<file path="src/rtl/hilo_muldiv_if.sv">
// Request/response bundle between the decode/EX pipeline and the HI/LO multiply/divide unit.
interface hilo_muldiv_if #(
    parameter int W = 32
);
    logic         start;
    logic [3:0]   con;
    logic [W-1:0] a;
    logic [W-1:0] b;
    logic         hiloR;
    logic         hiloS;
    logic [W-1:0] hilo_out;
    logic         busy;
    logic         stall;
    logic         done;
    logic         dz;

    modport master (
        output start, con, a, b, hiloR, hiloS,
        input  hilo_out, busy, stall, done, dz
    );

    modport slave (
        input  start, con, a, b, hiloR, hiloS,
        output hilo_out, busy, stall, done, dz
    );
endinterface

</file>
<file path="src/rtl/hilo_muldiv_unit.sv">
// Iterative 32x32 signed/unsigned multiply/divide engine with HI/LO registers and stall control.
// Optional MULDIV_FAST_MUL_EN: multiplies complete through a single-cycle combinational multiplier.
module hilo_muldiv_unit #(
    parameter int W = 32
) (
    input logic          clk,
    input logic          rst,
    hilo_muldiv_if.slave bus
);
    localparam int CW = $clog2(W);

    typedef enum logic [1:0] {IDLE, RUN, FIX} state_t;

    state_t                state, stateNext;
    logic [W-1:0]          hi, lo;
    logic [W-1:0]          accHi, accLo, opB;
    logic [CW-1:0]         count;
    logic                  isDiv, negRes, signA, divZeroR;
    logic                  done, dz;

    logic                  accept, divZero, fastPath, sA, sB;
    logic [W-1:0]          magA, magB;
    logic [W:0]            mulSum, divShift, divDiff;
    logic [2*W-1:0]        prodRaw, prodFix;
    logic [W-1:0]          quoFix, remFix;

    function automatic logic [W-1:0] condNeg(input logic [W-1:0] v, input logic neg);
        return neg ? (~v + 1'b1) : v;
    endfunction

    function automatic logic [2*W-1:0] condNegWide(input logic [2*W-1:0] v, input logic neg);
        return neg ? (~v + 1'b1) : v;
    endfunction

    assign accept  = (state == IDLE) && bus.start && (bus.con[3:2] == 2'b11);
    assign divZero = bus.con[0] && (bus.b == '0);
    assign sA      = bus.con[1] && bus.a[W-1];
    assign sB      = bus.con[1] && bus.b[W-1];
    assign magA    = condNeg(bus.a, sA);
    assign magB    = condNeg(bus.b, sB);

`ifdef MULDIV_FAST_MUL_EN
    assign fastPath = !bus.con[0];
    assign prodRaw  = {{W{1'b0}}, opB} * {{W{1'b0}}, accLo};
`else
    assign fastPath = 1'b0;
    assign prodRaw  = {accHi, accLo};
`endif

    // Shift-add step: conditionally add the multiplicand, then shift the 2W product right.
    assign mulSum   = {1'b0, accHi} + (accLo[0] ? {1'b0, opB} : '0);
    // Restoring step: the W+1 bit shifted remainder never needs more than bit W as the borrow.
    assign divShift = {accHi, accLo[W-1]};
    assign divDiff  = divShift - {1'b0, opB};

    assign prodFix  = condNegWide(prodRaw, negRes);
    assign quoFix   = condNeg(accLo, negRes);
    assign remFix   = condNeg(accHi, signA);

    always_ff @(posedge clk or posedge rst) begin
        if (rst) state <= IDLE;
        else     state <= stateNext;
    end

    always_comb begin
        stateNext = state;
        case (state)
            IDLE: begin
                if (accept) begin
                    if (divZero || fastPath) stateNext = FIX;
                    else                     stateNext = RUN;
                end
            end
            RUN:     if (count == '0) stateNext = FIX;
            FIX:     stateNext = IDLE;
            default: stateNext = IDLE;
        endcase
    end

    always_ff @(posedge clk or posedge rst) begin
        if (rst) begin
            hi       <= '0;
            lo       <= '0;
            accHi    <= '0;
            accLo    <= '0;
            opB      <= '0;
            count    <= '0;
            isDiv    <= 1'b0;
            negRes   <= 1'b0;
            signA    <= 1'b0;
            divZeroR <= 1'b0;
            done     <= 1'b0;
            dz       <= 1'b0;
        end else begin
            done <= 1'b0;
            case (state)
                IDLE: begin
                    if (accept) begin
                        isDiv    <= bus.con[0];
                        negRes   <= sA ^ sB;
                        signA    <= sA;
                        divZeroR <= divZero;
                        dz       <= 1'b0;
                        count    <= CW'(W - 1);
                        accHi    <= '0;
                        // Divide keeps the dividend in accLo; multiply keeps the multiplier there.
                        accLo    <= bus.con[0] ? magA : magB;
                        opB      <= bus.con[0] ? magB : magA;
                    end
                end
                RUN: begin
                    count <= count - 1'b1;
                    if (isDiv) begin
                        accHi <= divDiff[W] ? divShift[W-1:0] : divDiff[W-1:0];
                        accLo <= {accLo[W-2:0], ~divDiff[W]};
                    end else begin
                        accHi <= mulSum[W:1];
                        accLo <= {mulSum[0], accLo[W-1:1]};
                    end
                end
                FIX: begin
                    done <= 1'b1;
                    if (divZeroR) begin
                        dz <= 1'b1;
                    end else if (isDiv) begin
                        hi <= remFix;
                        lo <= quoFix;
                    end else begin
                        hi <= prodFix[2*W-1:W];
                        lo <= prodFix[W-1:0];
                    end
                end
                default: ;
            endcase
        end
    end

    assign bus.busy     = (state != IDLE);
    assign bus.stall    = bus.busy && (bus.hiloR || bus.start);
    assign bus.hilo_out = bus.hiloS ? lo : hi;
    assign bus.done     = done;
    assign bus.dz       = dz;
endmodule

</file>
<file path="src/flat_wrapper.sv">
// flat-port wrapper written by rule: the top's interface ports become plain ports
module hilo_muldiv_unit_flat 
#(
    parameter int W = 32
)
  (clk, rst, bus_start, bus_con, bus_a, bus_b, bus_hiloR, bus_hiloS, bus_hilo_out, bus_busy, bus_stall, bus_done, bus_dz);
  hilo_muldiv_if #(.W(W)) bus_i ();
  input logic clk;
  input logic rst;
  input wire logic [$bits(bus_i.start)-1:0] bus_start;
  input wire logic [$bits(bus_i.con)-1:0] bus_con;
  input wire logic [$bits(bus_i.a)-1:0] bus_a;
  input wire logic [$bits(bus_i.b)-1:0] bus_b;
  input wire logic [$bits(bus_i.hiloR)-1:0] bus_hiloR;
  input wire logic [$bits(bus_i.hiloS)-1:0] bus_hiloS;
  output wire logic [$bits(bus_i.hilo_out)-1:0] bus_hilo_out;
  output wire logic [$bits(bus_i.busy)-1:0] bus_busy;
  output wire logic [$bits(bus_i.stall)-1:0] bus_stall;
  output wire logic [$bits(bus_i.done)-1:0] bus_done;
  output wire logic [$bits(bus_i.dz)-1:0] bus_dz;
  assign bus_i.start = bus_start;
  assign bus_i.con = bus_con;
  assign bus_i.a = bus_a;
  assign bus_i.b = bus_b;
  assign bus_i.hiloR = bus_hiloR;
  assign bus_i.hiloS = bus_hiloS;
  assign bus_hilo_out = bus_i.hilo_out;
  assign bus_busy = bus_i.busy;
  assign bus_stall = bus_i.stall;
  assign bus_done = bus_i.done;
  assign bus_dz = bus_i.dz;
  hilo_muldiv_unit #(.W(W)) u_core (.clk(clk), .rst(rst), .bus(bus_i));
endmodule
</file>
<file path="config.mk">
export PLATFORM = sky130hd
export DESIGN_NAME = hilo_muldiv_unit_flat
export DESIGN_NICKNAME = d
export VERILOG_FILES = /design/src/rtl/hilo_muldiv_if.sv /design/src/rtl/hilo_muldiv_unit.sv /design/src/flat_wrapper.sv
export SDC_FILE = /design/constraint.sdc
export NUM_CORES = 1
export LEC_CHECK = 0
export CORE_MARGIN = 2
export CORE_UTILIZATION = 30
export CTS_BUF_LIST = sky130_fd_sc_hd__clkbuf_4
export CTS_CLUSTER_DIAMETER = 120
export DETAILED_ROUTE_END_ITERATION = 6
export PLACE_DENSITY = 0.57
export REMOVE_ABC_BUFFERS = 1
export SETUP_SLACK_MARGIN = 0.5
export SKIP_CTS_REPAIR_TIMING = 1
export SLEW_MARGIN = 20
export SYNTH_ARGS = -nofsm -noshare
export SYNTH_HDL_FRONTEND = slang
export SYNTH_SLANG_ARGS = --single-unit
</file>
<file path="constraint.sdc">
create_clock -name clk -period 7.2 [get_ports clk]
set_input_delay 0.72 -clock clk [delete_from_list [all_inputs] [get_ports clk]]
set_output_delay 0.72 -clock clk [all_outputs]
set_load 0.005 [all_outputs]
</file>
==> results of run 1 <==
-- registers in the layout, indices dropped and copies added (netlist names), 2 cells and up --
register      cells
u_core.lo        32
u_core.accLo     32
u_core.accHi     32
u_core.state      2
u_core.hi        32
u_core.count      5
u_core.opB       32
-- cell usage in the layout, fill, tap and decap left out, types with 11 or more instances in the layout --
| cell | instances |
|---|---|
| a211oi_1 | 65 |
| a21o_1 | 33 |
| a21oi_1 | 147 |
| a22oi_1 | 16 |
| a31oi_1 | 14 |
| and2_1 | 11 |
| buf_4 | 13 |
| clkbuf_4 | 18 |
| clkdlybuf4s50_1 | 106 |
| dfrtp_1 | 172 |
| ha_1 | 70 |
| inv_1 | 70 |
| mux2_2 | 34 |
| mux2i_1 | 42 |
| nand2_1 | 185 |
| nand2b_1 | 13 |
| nand3_1 | 20 |
| nor2_1 | 157 |
| nor2b_1 | 16 |
| nor3_1 | 37 |
| nor4_1 | 12 |
| o211ai_1 | 25 |
| o21ai_0 | 194 |
| o21ai_1 | 11 |
| o31ai_1 | 21 |
| or4_1 | 14 |
| xnor2_1 | 90 |
| xor2_1 | 77 |
-- layer usage --
metal | up-vias | wire length [um] | part of all wire
li1 | 6564 | - | -
met1 | 6481 | 22010 | 0.47
met2 | 385 | 21250 | 0.45
met3 | 51 | 2421 | 0.052
met4 | 0 | 1045 | 0.022
met5 | - | 0 | 0
-- layout make-up --
type	instances	area [um2]	share of cell area
clock buffers	18	135.1	0.008241
diodes	2	5.005	0.0003052
multi-input cells	1453	9577	0.5841
inverters	73	279.0	0.01702
repair buffers	121	1169	0.07127
flip-flops and latches	173	4330	0.2641
well taps	615	769.5	0.04693
clock inverters	14	132.6	0.008088
-- cell families after synthesis --
| group | Yosys count | share of synthesized area |
|---|---|---|
| compound gates | 601 | 0.2561 |
| buf+inv | 186 | 0.05022 |
| fa+ha+maj | 72 | 0.06274 |
| xor+xnor | 168 | 0.1008 |
| flops | 173 | 0.2965 |
| mux | 77 | 0.05605 |
| simple gates | 535 | 0.1776 |
-- power by group --
part / internal [mW] / switching (mW) / leakage (nW)
sequential: 1.32 / 0.542 / 2.04
combinational: 1.73 / 2.38 / 4.50
clock: 0.185 / 0.402 / 0.150
total: 3.24 / 3.32 / 6.68
-- worst max-delay path: stages, from the launching register on --
cell	delay [ns]
dfrtp_1	0.48
inv_1	0.15
ha_1	0.24
fa_1	0.38
nor2b_1	0.18
o31a_1	0.22
o211ai_2	0.12
o211a_1	0.22
o21ai_2	0.26
a221oi_2	0.12
xnor2_2	0.43
buf_4	0.53
mux2_2	0.39
a22oi_1	0.14
o211ai_1	0.11
-- through the flow --
step,hold WS (ns),setup slack [ns]
detailed placement,0.4656,3.120
finish,0.4922,3.093
global route,0.5214,2.748
global placement,0.4567,3.166
floorplan,0.4444,1.792
CTS,0.4980,3.113
-- worst paths after layout --
kind | slack, ns | end | cells after the start
setup / recovery | 3.09 | u_core.accHi[23] | 14
hold / removal | 0.49 | u_core.hi[17] | 2
setup reg to reg | 3.09 | u_core.accHi[23] | 14
hold reg to reg | 0.49 | u_core.hi[17] | 2
max in group asynchronous | 5.44 | u_core.hi[10] | 3
min in group asynchronous | 0.58 | u_core.accLo[6] | 2
==> flow_summary.toml, run 1 <==
[outcome]
status = "finished, final reports clean"

[synthesis]
synth-edff-count = 0
synth-async-reset-ratio = 1.000
synthTopCellsByCount = "194 x o21ai_0, 185 x nand2_1, 173 x dfrtp_1"
ys_warn_count = 0
yosysTopAreaCell = "dfrtp_1"
synth_seq_cells = 173
synth-seq-area-share = 0.2965
synth_most_common_cell = "o21ai_0"
synth_cell_types = 84
synth_flop_cell = "dfrtp_1"
netlist.area_leader.share = 0.2965
syn_inst = 1812
postSynthAreaPerCell_um2 = 8.057
ys_top_cells_by_area = "dfrtp_1 30%, o21ai_0 6.7%, ha_1 6.0%"
syn-cell-area_mm2 = 0.01460

[timing]
fmax_ghz = 0.2435
clock_skew_ns = 0.03417
finalSetupViolations = 0
finalCritPeriodShare = 0.5704
rsz0062_at_grt = "false"
drv_slew = 0
slew_headroom = 0.2694
tightest_slew_ns = 1.095
hold_viol = 0
layout_min_cycle_time_ns = 4.107
finalSetupTns_ns = 0

[cts]
clock_path_buffers = 2
clock-sinks = 173
clock_latency_ns = 0.63
clkTransAtPathRegs_ns = 0.17
cts_root_buf = "clkbuf_4"
h-tree-depth = 4
cts_tree = "yes"
cts-buffers-inserted = 17

[worst_setup_path]
crit_path_start_kind = "flop"
worstSetupPathType = "reg2reg"
crit_required_ns = 7.71
worstSetupEndpointType = "flop"
crit_fanout = 48
cp.arrival_ns = 4.61
critPathLaunch = "u_core.accLo[31]"
r2r_start = "u_core.accLo[31]"

[floorplan]
die-area_mm2 = 0.05044
start_util = 0.3051
die_w_um = 224.6
core_mm2 = 0.04785
die_h_um = 224.6
io_pins = 109
rows = 80

[cells_and_area]
nFillCells = 4997
post-route-util = 0.3427
area_delta_synth_final_pct = 12.32
fin_cells = 2469
final_layout_size_suffix_gt1_frac = 0.06911
design_area_mm2 = 0.01640
layout.nets = 1984

[global_route]
track_usage = 0.1851
grt_use_met2 = 0.2929
grt_antenna_before_repair = 2
busiest_layer = "met2"
grt_max_degree = 91
use_met3 = 0.03148
grt_pass1_vias = 12810
gr-total-overflow = 0
grt_pass1_wl_um = 72820
grtUsageMet1 = 0.2589

[drt]
via_per_inst = 5.460
routed_wl_um = 46740
drt_iter0_markers = 1060
vias = 13480
ant_nets = 0
drt-wirelength-per-cell_um = 18.93
drtPass1Iterations = 5
drc_errors = 0

[job]
drv_cap = 0

[power]
power_mw = 6.564
max-vdd-ir-drop_mv = 0.2000
p_per_area_mw_per_mm2 = 400.3
cellLeakagePower_nw = 6.683

[placement]
dpl_cell_area_mm2 = 0.01612
dp_cells = 2435
io_buffers = 108
dp_hpwl_um = 35640
gp_congestion = 0.9229

[hold_path]
hold_path.class = "reg2reg"
hold_start = "u_core.hi[17]"
Note: power is estimated with default switching activity, not from simulation.
==> run 2, diff against run 1 <==
--- a/config.mk
+++ b/config.mk
@@ -10,7 +10,7 @@
 export CTS_BUF_LIST = sky130_fd_sc_hd__clkbuf_4
 export CTS_CLUSTER_DIAMETER = 120
 export DETAILED_ROUTE_END_ITERATION = 6
-export PLACE_DENSITY = 0.57
+export PLACE_DENSITY = 0.59
 export REMOVE_ABC_BUFFERS = 1
 export SETUP_SLACK_MARGIN = 0.5
 export SKIP_CTS_REPAIR_TIMING = 1
==> constraint.sdc (replaced) <==
create_clock -name clk -period 3.7 [get_ports clk]
set_input_delay 0.37 -clock clk [delete_from_list [all_inputs] [get_ports clk]]
set_output_delay 0.37 -clock clk [all_outputs]
set_load 0.005 [all_outputs]
==> run 2 against run 1 <==
- first-iteration DRC count grew 5.6%
- combinational power grew 140%
- sequential share of layout area shrank 2.1 points
- final cell count grew 4.2%
- routed wire length grew 5.2%
- highest routed layer is now met5
==> flow_summary.toml, run 2 (synthesis results as in run 1) <==
[outcome]
status = "finished, final reports clean"

[global_route]
track_usage = 0.1928
gr-total-overflow = 0
grt_max_degree = 93
grt_pass1_vias = 13570
grt_antenna_before_repair = 1
grt_pass1_wl_um = 76380

[timing]
finalSetupViolations = 0
layout_min_cycle_time_ns = 3.218
clock_skew_ns = 0.03017
rsz0062_at_grt = "true"
hold_viol = 0
layout_setup_ws_ns = 0.4823
drv_slew = 0
finalSetupTns_ns = 0
tightest_slew_ns = 1.001
fmax_ghz = 0.3108
finalCritPeriodShare = 0.8697
slew_headroom = 0.3311

[cells_and_area]
post-route-util = 0.3724
mostFrequentLayoutCell = "nand2_1"
nFillCells = 4961
layout.nets = 2088
layout_common_cells = "184 x nand2_1, 180 x o21ai_0, 170 x dfrtp_1"
area_delta_synth_final_pct = 22.05
design_area_mm2 = 0.01782
multi_input_area_mm2 = 0.01003
final_layout_size_suffix_gt1_frac = 0.1570
regArea_mm2 = 0.004333

[worst_setup_path]
cp.arrival_ns = 3.71
worstSetupPathType = "reg2reg"
worstSetupEndpointType = "flop"
crit_required_ns = 4.19
crit_fanout = 15
crit_path_start_kind = "flop"
rrSetupSlack_ns = 0.48

[hold_path]
hold_path.class = "in2async"

[drt]
vias = 14080
drt_iter0_markers = 1119
drc_errors = 0
drt-wirelength-per-cell_um = 19.12
routed_wl_um = 49190
drtPass1Iterations = 5
via_per_inst = 5.475
ant_nets = 0

[cts]
clock_path_buffers = 2
h-tree-depth = 4
clkTransAtPathRegs_ns = 0.17
cts-buffers-inserted = 17
cts_root_buf = "clkbuf_4"
clock_latency_ns = 0.64
cts_tree = "yes"
clock-sinks = 173

[placement]
dp_hpwl_um = 37430
gp_congestion = 0.9337
dpl_cell_area_mm2 = 0.01679
dp_slack_ns = 0.2181
io_buffers = 108

[floorplan]
die_w_um = 224.6
rows = 80
start_util = 0.3051
io_pins = 109
core_mm2 = 0.04785
die-area_mm2 = 0.05044
die_h_um = 224.6

[job]
drv_cap = 0

[power]
cellLeakagePower_nw = 7.321
max-vdd-ir-drop_mv = 0.3982
p_per_area_mw_per_mm2 = 820.7
run 2: cell count changes in the layout (fill, tap and decap cells not counted), sizes merged, moves of 2 or more:
cell and delta:
clkinv -2, buf +101, clkbuf +3, inv -2, clkinvlp +3
run 2: worst max-delay path, cell delays in order (launching register included):
cell and delay, ns:
dfrtp_1 0.45, clkinvlp_4 0.16, buf_12 0.17, nor2_1 0.08
ha_1 0.24, buf_4 0.16, a21o_1 0.17, a31o_2 0.25
a221o_1 0.35, nor3_2 0.21, a21oi_2 0.10, buf_4 0.15
or2_2 0.27, a32oi_1 0.20, o21ai_0 0.10
run 2: path summary, 6_finish.rpt:
| path | start | endpoint | cells after the start |
|---|---|---|---|
| worst min register to register | u_core.hi[11] | u_core.hi[11] | 2 |
| max in group asynchronous | rst | u_core.accHi[26] | 3 |
| worst max-delay path | u_core.accLo[0] | u_core.accHi[20] | 14 |
| worst max register to register | u_core.accLo[0] | u_core.accHi[20] | 14 |
| worst min-delay path | rst | u_core.accLo[6] | 2 |
| min in group clk | bus_con[0] | u_core.isDiv | 4 |
run 2: cell type report:
| cell class | count | area share |
|---|---|---|
| Multi-Input combinational cell | 1453 | 0.5630 |
| Antenna cell | 1 | 0.0001404 |
| Clock buffer | 18 | 0.007584 |
| Tap cell | 615 | 0.04319 |
| Sequential cell | 173 | 0.2432 |
| Inverter | 73 | 0.01587 |
| Timing Repair Buffer | 225 | 0.1173 |
| Clock inverter | 14 | 0.009761 |
run 2: per-stage QoR:
stage / std cells / hold WS [ns] / total power [mW]
after floorplan: 1699 / 0.4444 / 9.101
after global placement: 2514 / 0.4575 / 12.11
after detailed placement: 2515 / 0.4659 / 12.20
after CTS: 2547 / 0.1526 / 13.51
after global routing: 2572 / 0.1539 / 15.77
final: 2572 / 0.1510 / 14.62
run 2: routing by layer:
metal  up-vias  share of wire  track usage
li1       6773              -            -
met1      6858           0.46       0.2669
met2       391           0.46       0.3070
met3        57          0.053      0.03135
met4         2          0.024      0.06131
met5         -         0.0015            0
run 2: power by group:
group / internal (mW) / switching (mW) / leakage [nW]
clock: 0.438 / 0.814 / 0.164
sequential: 2.58 / 0.826 / 2.03
combinational: 4.50 / 5.46 / 5.12
==> patch 1, RTL diff (flow settings as in run 1) <==
`W` is set to 32 in 3 places; all go to 16.
--- a/src/rtl/hilo_muldiv_if.sv
+++ b/src/rtl/hilo_muldiv_if.sv
@@ -1,5 +1,5 @@
 // Request/response bundle between the decode/EX pipeline and the HI/LO multiply/divide unit.
 interface hilo_muldiv_if #(
-    parameter int W = 32
+    parameter int W = 16
 );
     logic         start;
--- a/src/rtl/hilo_muldiv_unit.sv
+++ b/src/rtl/hilo_muldiv_unit.sv
@@ -2,5 +2,5 @@
 // Optional MULDIV_FAST_MUL_EN: multiplies complete through a single-cycle combinational multiplier.
 module hilo_muldiv_unit #(
-    parameter int W = 32
+    parameter int W = 16
 ) (
     input logic          clk,
--- a/src/flat_wrapper.sv
+++ b/src/flat_wrapper.sv
@@ -2,5 +2,5 @@
 module hilo_muldiv_unit_flat 
 #(
-    parameter int W = 32
+    parameter int W = 16
 )
   (clk, rst, bus_start, bus_con, bus_a, bus_b, bus_hiloR, bus_hiloS, bus_hilo_out, bus_busy, bus_stall, bus_done, bus_dz);
Interface: changed (resized bus_a, bus_b and bus_hilo_out); port bits go from 109 to 61. The function was not compared with the original's and may differ.
==> patch 1 against run 1 <==
  * Sequential cell count shrank 81
  * Final area fell by 49%
  * Sequential share of layout area grew 1.0 points
  * Worst setup slack gained 0.61 ns
  * Routed wire length shrank 56%
  * Core utilization rose by 0.52 points
  * Global-route usage decreased by 2.2 points
  * Power shrank 42%
  * Largest cell class unchanged
  * Count of clock-buffer cells in the layout fell by 8
  * Critical path type unchanged
  * Synthesized area is 50% lower
==> patch 1: results (changes against run 1) <==
stage,metric,value,unit,change
global_route,grt_pass1_wl,33.6,mm,-54%
setup_path,cp_slowest_stage_delay,0.64,ns,+0.11 ns
synthesis,synth_common_cells,"nand2_1, o21ai_0, dfrtp_1",,
global_route,first_global_vias,6132,,-52%
power_and_ir_drop,leakagePower,3.51,nW,-47%
min_path,hold_path_depth,1,,-1
place,dp_hpwl,15.9,mm,-55%
place,portBuffers,60,,-44%
power_and_ir_drop,ir_drop,179,µV,-10%
timing,final.setup_skew,0.0212,ns,-0.0130 ns
routing,initialDrtViolationCount,509,,-52%
setup_path,critPathSlowestCell,xor2_4,,
global_route,grtUsageMet2,0.244,,-0.0485
cts,cts_buffers,9,,-8
synthesis,netlist_top_cells_area,"dfrtp_1, o21ai_0, ha_1, nand2_1, xnor2_1",,
cts,h-tree-depth,3,,-1
cells_and_area,n_antenna_cell,0,,-2
synthesis,synthDistinctLibCells,64,,-24%
global_route,grt_util_met1,0.246,,-0.0131
setup_path,crit_fanout,17,,-65%
timing,worstMarginPinSlew,0.977,ns,-0.118 ns
global_route,grt.met3_usage,0.0247,,-0.00681
global_route,antenna_found_initial,0,,-2
routing,wl_per_cell,16.6,µm,-12%
global_route,grt_util_all_layers,0.163,,-0.0223
outcome,status,"finished, final reports clean",,
cts,insertion_delay,0.48,ns,-0.15 ns
[patch 1: final cells by class]
type / count / area, µm²
flip-flops and latches: 92 / 2300
well taps: 324 / 405
clock inverters: 6 / 87.6
repair buffers: 67 / 653
multi-input cells: 708 / 4710
fillers: 2537 / 15700
inverters: 40 / 151
clock buffers: 10 / 75.1
[patch 1: path summary, 6_finish.rpt]
| kind | to | slack, ns | startpoint |
|---|---|---|---|
| setup / recovery | u_core.accHi[15]$_DFFE_PP0P_ | 3.70 | u_core.accLo[15]$_DFFE_PP0P_ |
| hold / removal | u_core.count[3]$_DFFE_PP0P_ | 0.48 | u_core.count[3]$_DFFE_PP0P_ |
| setup reg to reg | u_core.accHi[15]$_DFFE_PP0P_ | 3.70 | u_core.accLo[15]$_DFFE_PP0P_ |
| hold reg to reg | u_core.count[3]$_DFFE_PP0P_ | 0.48 | u_core.count[3]$_DFFE_PP0P_ |
| max in group asynchronous | u_core.accLo[14]$_DFFE_PP0P_ | 5.39 | rst |
| min in group asynchronous | u_core.lo[6]$_DFFE_PP0P_ | 0.60 | rst |
[patch 1: worst max-delay path: cells and delay by family (launching register included)]
family,cells,cell delay (ns)
AO/OA/AOI/OAI,5,0.94
XOR/XNOR,1,0.64
adder cells (fa/ha/maj),2,0.64
buffers and inverters,1,0.12
flip-flops,1,0.41
multiplexers,1,0.41
AND/OR/NAND/NOR,1,0.18
[patch 1: power breakdown]
part / internal (W) / total [W] / switching [W] / leakage, nW
Combinational: 0.00108 / 0.00244 / 0.00136 / 2.24
Clock: 0.000146 / 0.000333 / 0.000187 / 0.0876
Sequential: 0.000739 / 0.00105 / 0.000313 / 1.18
Total: 0.00197 / 0.00382 / 0.00186 / 3.51
[patch 1: per-stage QoR]
stage / cell area [µm²] / setup WS [ns] / hold slack (ns) / total power, W / std cells
5_1_grt: 8390 / 3.48 / 0.517 / 0.00417 / 1247
4_1_cts: 8380 / 3.72 / 0.489 / 0.00381 / 1247
3_5_place_dp: 8220 / 3.76 / 0.469 / 0.00347 / 1231
6_report: 8390 / 3.70 / 0.484 / 0.00382 / 1247
2_1_floorplan: 7140 / 3.69 / 0.442 / 0.00273 / 840
3_3_place_gp: 8210 / 3.65 / 0.461 / 0.00345 / 1231
[patch 1: cell families (layout without fill, tap and decap cells)]
| family | Yosys count | in the layout | share of synthesized area |
|---|---|---|---|
| xor gates and xnor gates | 80 | 80 | 0.0958 |
| adders and majority gates | 39 | 39 | 0.0688 |
| AOI/OAI and AO/OA | 263 | 263 | 0.221 |
| muxes | 62 | 62 | 0.0894 |
| DFF | 92 | 92 | 0.315 |
| and+or+nand+nor | 264 | 264 | 0.166 |
| buffers and inverters | 82 | 123 | 0.0448 |
==> patch 2, RTL diff (flow settings as in run 1) <==
Made on the original files. The 3 states of `state_t` get a one-hot encoding in 3 bits.
--- a/src/rtl/hilo_muldiv_unit.sv
+++ b/src/rtl/hilo_muldiv_unit.sv
@@ -10,5 +10,5 @@
     localparam int CW = $clog2(W);
 
-    typedef enum logic [1:0] {IDLE, RUN, FIX} state_t;
+    typedef enum logic [2:0] {IDLE = 3'b001, RUN = 3'b010, FIX = 3'b100} state_t;
 
     state_t                state, stateNext;
Check against the original RTL: same outputs for any inputs over 10 cycles, from zero or initial values and one cycle with rst high; not proved beyond that.
==> patch 2 against run 1 <==
  * Critical path depth unchanged
  * Core utilization is 0.098 points higher
  * Sequential share of layout area up 0.14 points
  * Routed wire length up 5.6%
  * Clock skew shrank 0.013 ns
  * Count of clock-buffer cells in the layout is the same
  * Sequential cell count grew 1
  * Non-clock buffer count increased by 2
  * Synthesized area fell by 0.65%
  * Worst setup slack got worse by 0.60 ns
  * Global-route usage up 1.1 points
  * Final area hardly changed
Power is not compared: it rests on default switching activity, and its combinational part moved more than twofold at a synthesized area within 25%.
==> patch 2: results (changes against run 1) <==
stage,metric,value,unit,change
cells_and_area,nets,1968,,-0.81%
timing,relSlewSlack,0.210,,-0.0592
cells_and_area,multi_input_area,9490,µm²,-0.94%
min_path,whs_endpoint,u_core.hi[23]$_DFFE_PP0P_,,
synthesis,yosysSeqAreaShare,0.300,,+0.00376
synthesis,syn_area_per_cell,8.11,µm²,+0.63%
power_and_ir_drop,clockPowerShare,0.194,,
routing,met1_length,22.4,mm,+1.9%
routing,avgViaCountPerCell,5.55,,+1.7%
routing,drt_wl_total,49.3,mm,+5.6%
cells_and_area,drive_gt1_frac,0.0621,,-0.00702
setup_path,crit_fanout,17,,-65%
cells_and_area,buffer_area_frac,0.0724,,+0.00117
routing,wl_met3,3.92,mm,+62%
cells_and_area,multi_input_cells,1438,,-1.0%
place,dp_hpwl,36.9,mm,+3.5%
cells_and_area,n_antenna_cell,1,,-1
cells_and_area,fill_cells,4994,,-0.060%
setup_path,endpoint,u_core.accHi[31]$_DFFE_PP0P_,,
timing,final.setup_skew,0.0215,ns,-0.0127 ns
setup_path,cp_slowest_stage_delay,0.66,ns,+0.13 ns
min_path,hold_path.startpoint,u_core.hi[23]$_DFFE_PP0P_,,
outcome,status,"finished, final reports clean",,
synthesis,netlist_top_cells_area,"dfrtp_1, o21ai_0, ha_1, nand2_1, xor2_1",,
global_route,grt_util_all_layers,0.196,,+0.0108
place,gp_congestion,0.909,,-1.5%
cells_and_area,sequential_cell_total,174,,+0.58%
global_route,grt_pass1_wl,75.8,mm,+4.1%
setup_path,r2r_cells,14,,unchanged
routing,dr.pass1.iters,6,,+1
cells_and_area,ff_latch_area,4360,µm²,+0.61%
routing,vias,13600,,+1.0%
cells_and_area,signal_buffers,123,,+1.7%
setup_path,arrival,5.27,ns,+0.66 ns
cells_and_area,layout.non_clock_inverters,69,,-5.5%
power_and_ir_drop,leakagePower,7.03,nW,
global_route,grt_util_met1,0.264,,+0.00521
setup_path,critPathSlowestCell,a41o_1,,
global_route,grt_max_degree,128,,+41%
setup_path,r2r_setup_slack,2.49,ns,-0.60 ns
routing,initialDrtViolationCount,1300,,+23%
place,placed_cells,2419,,-0.66%
min_path,min_path_type,flop to flop,,
global_route,antenna_found_initial,1,,-1
global_route,grtUsageMet2,0.302,,+0.00902
synthesis,synth_common_cells,"nand2_1, o21ai_0, dfrtp_1",,
synthesis,synthDistinctLibCells,82,,-2.4%
global_route,first_global_vias,13100,,+2.5%
global_route,grt.met3_usage,0.0536,,+0.0222
routing,dr_wl_met2,21.6,mm,+1.7%
cells_and_area,clk_share,0.0208,,+0.00449
power_and_ir_drop,ir_drop,90.9,µV,
patch 2: tightest hold or removal path: cells and delay by family, from the launching register on:
family | cells | cell delay, ns
flops | 1 | 0.37
compound gates | 1 | 0.06
simple gates | 1 | 0.04
patch 2: metrics by stage:
step                       util  instance area, µm²  setup WS [ns]  hold WS (ns)
after floorplan               -               14100           1.76         0.444
after global placement    0.336               16100           2.54         0.455
after detailed placement  0.336               16100           2.62         0.467
after CTS                 0.344               16400           2.60         0.500
after global routing      0.344               16400           2.29         0.519
final                     0.344               16400           2.49         0.493
patch 2: cell families (layout without fill, tap and decap cells):
logic type	Yosys count	in the layout	synth area share
AO/OA/AOI/OAI	553	553	0.239
multiplexers	97	97	0.0698
buffers and inverters	177	224	0.0467
adder cells (fa/ha/maj)	72	72	0.0631
XOR/XNOR	168	168	0.101
flip-flops	174	174	0.300
AND/OR/NAND/NOR	548	548	0.180
other	0	1	0
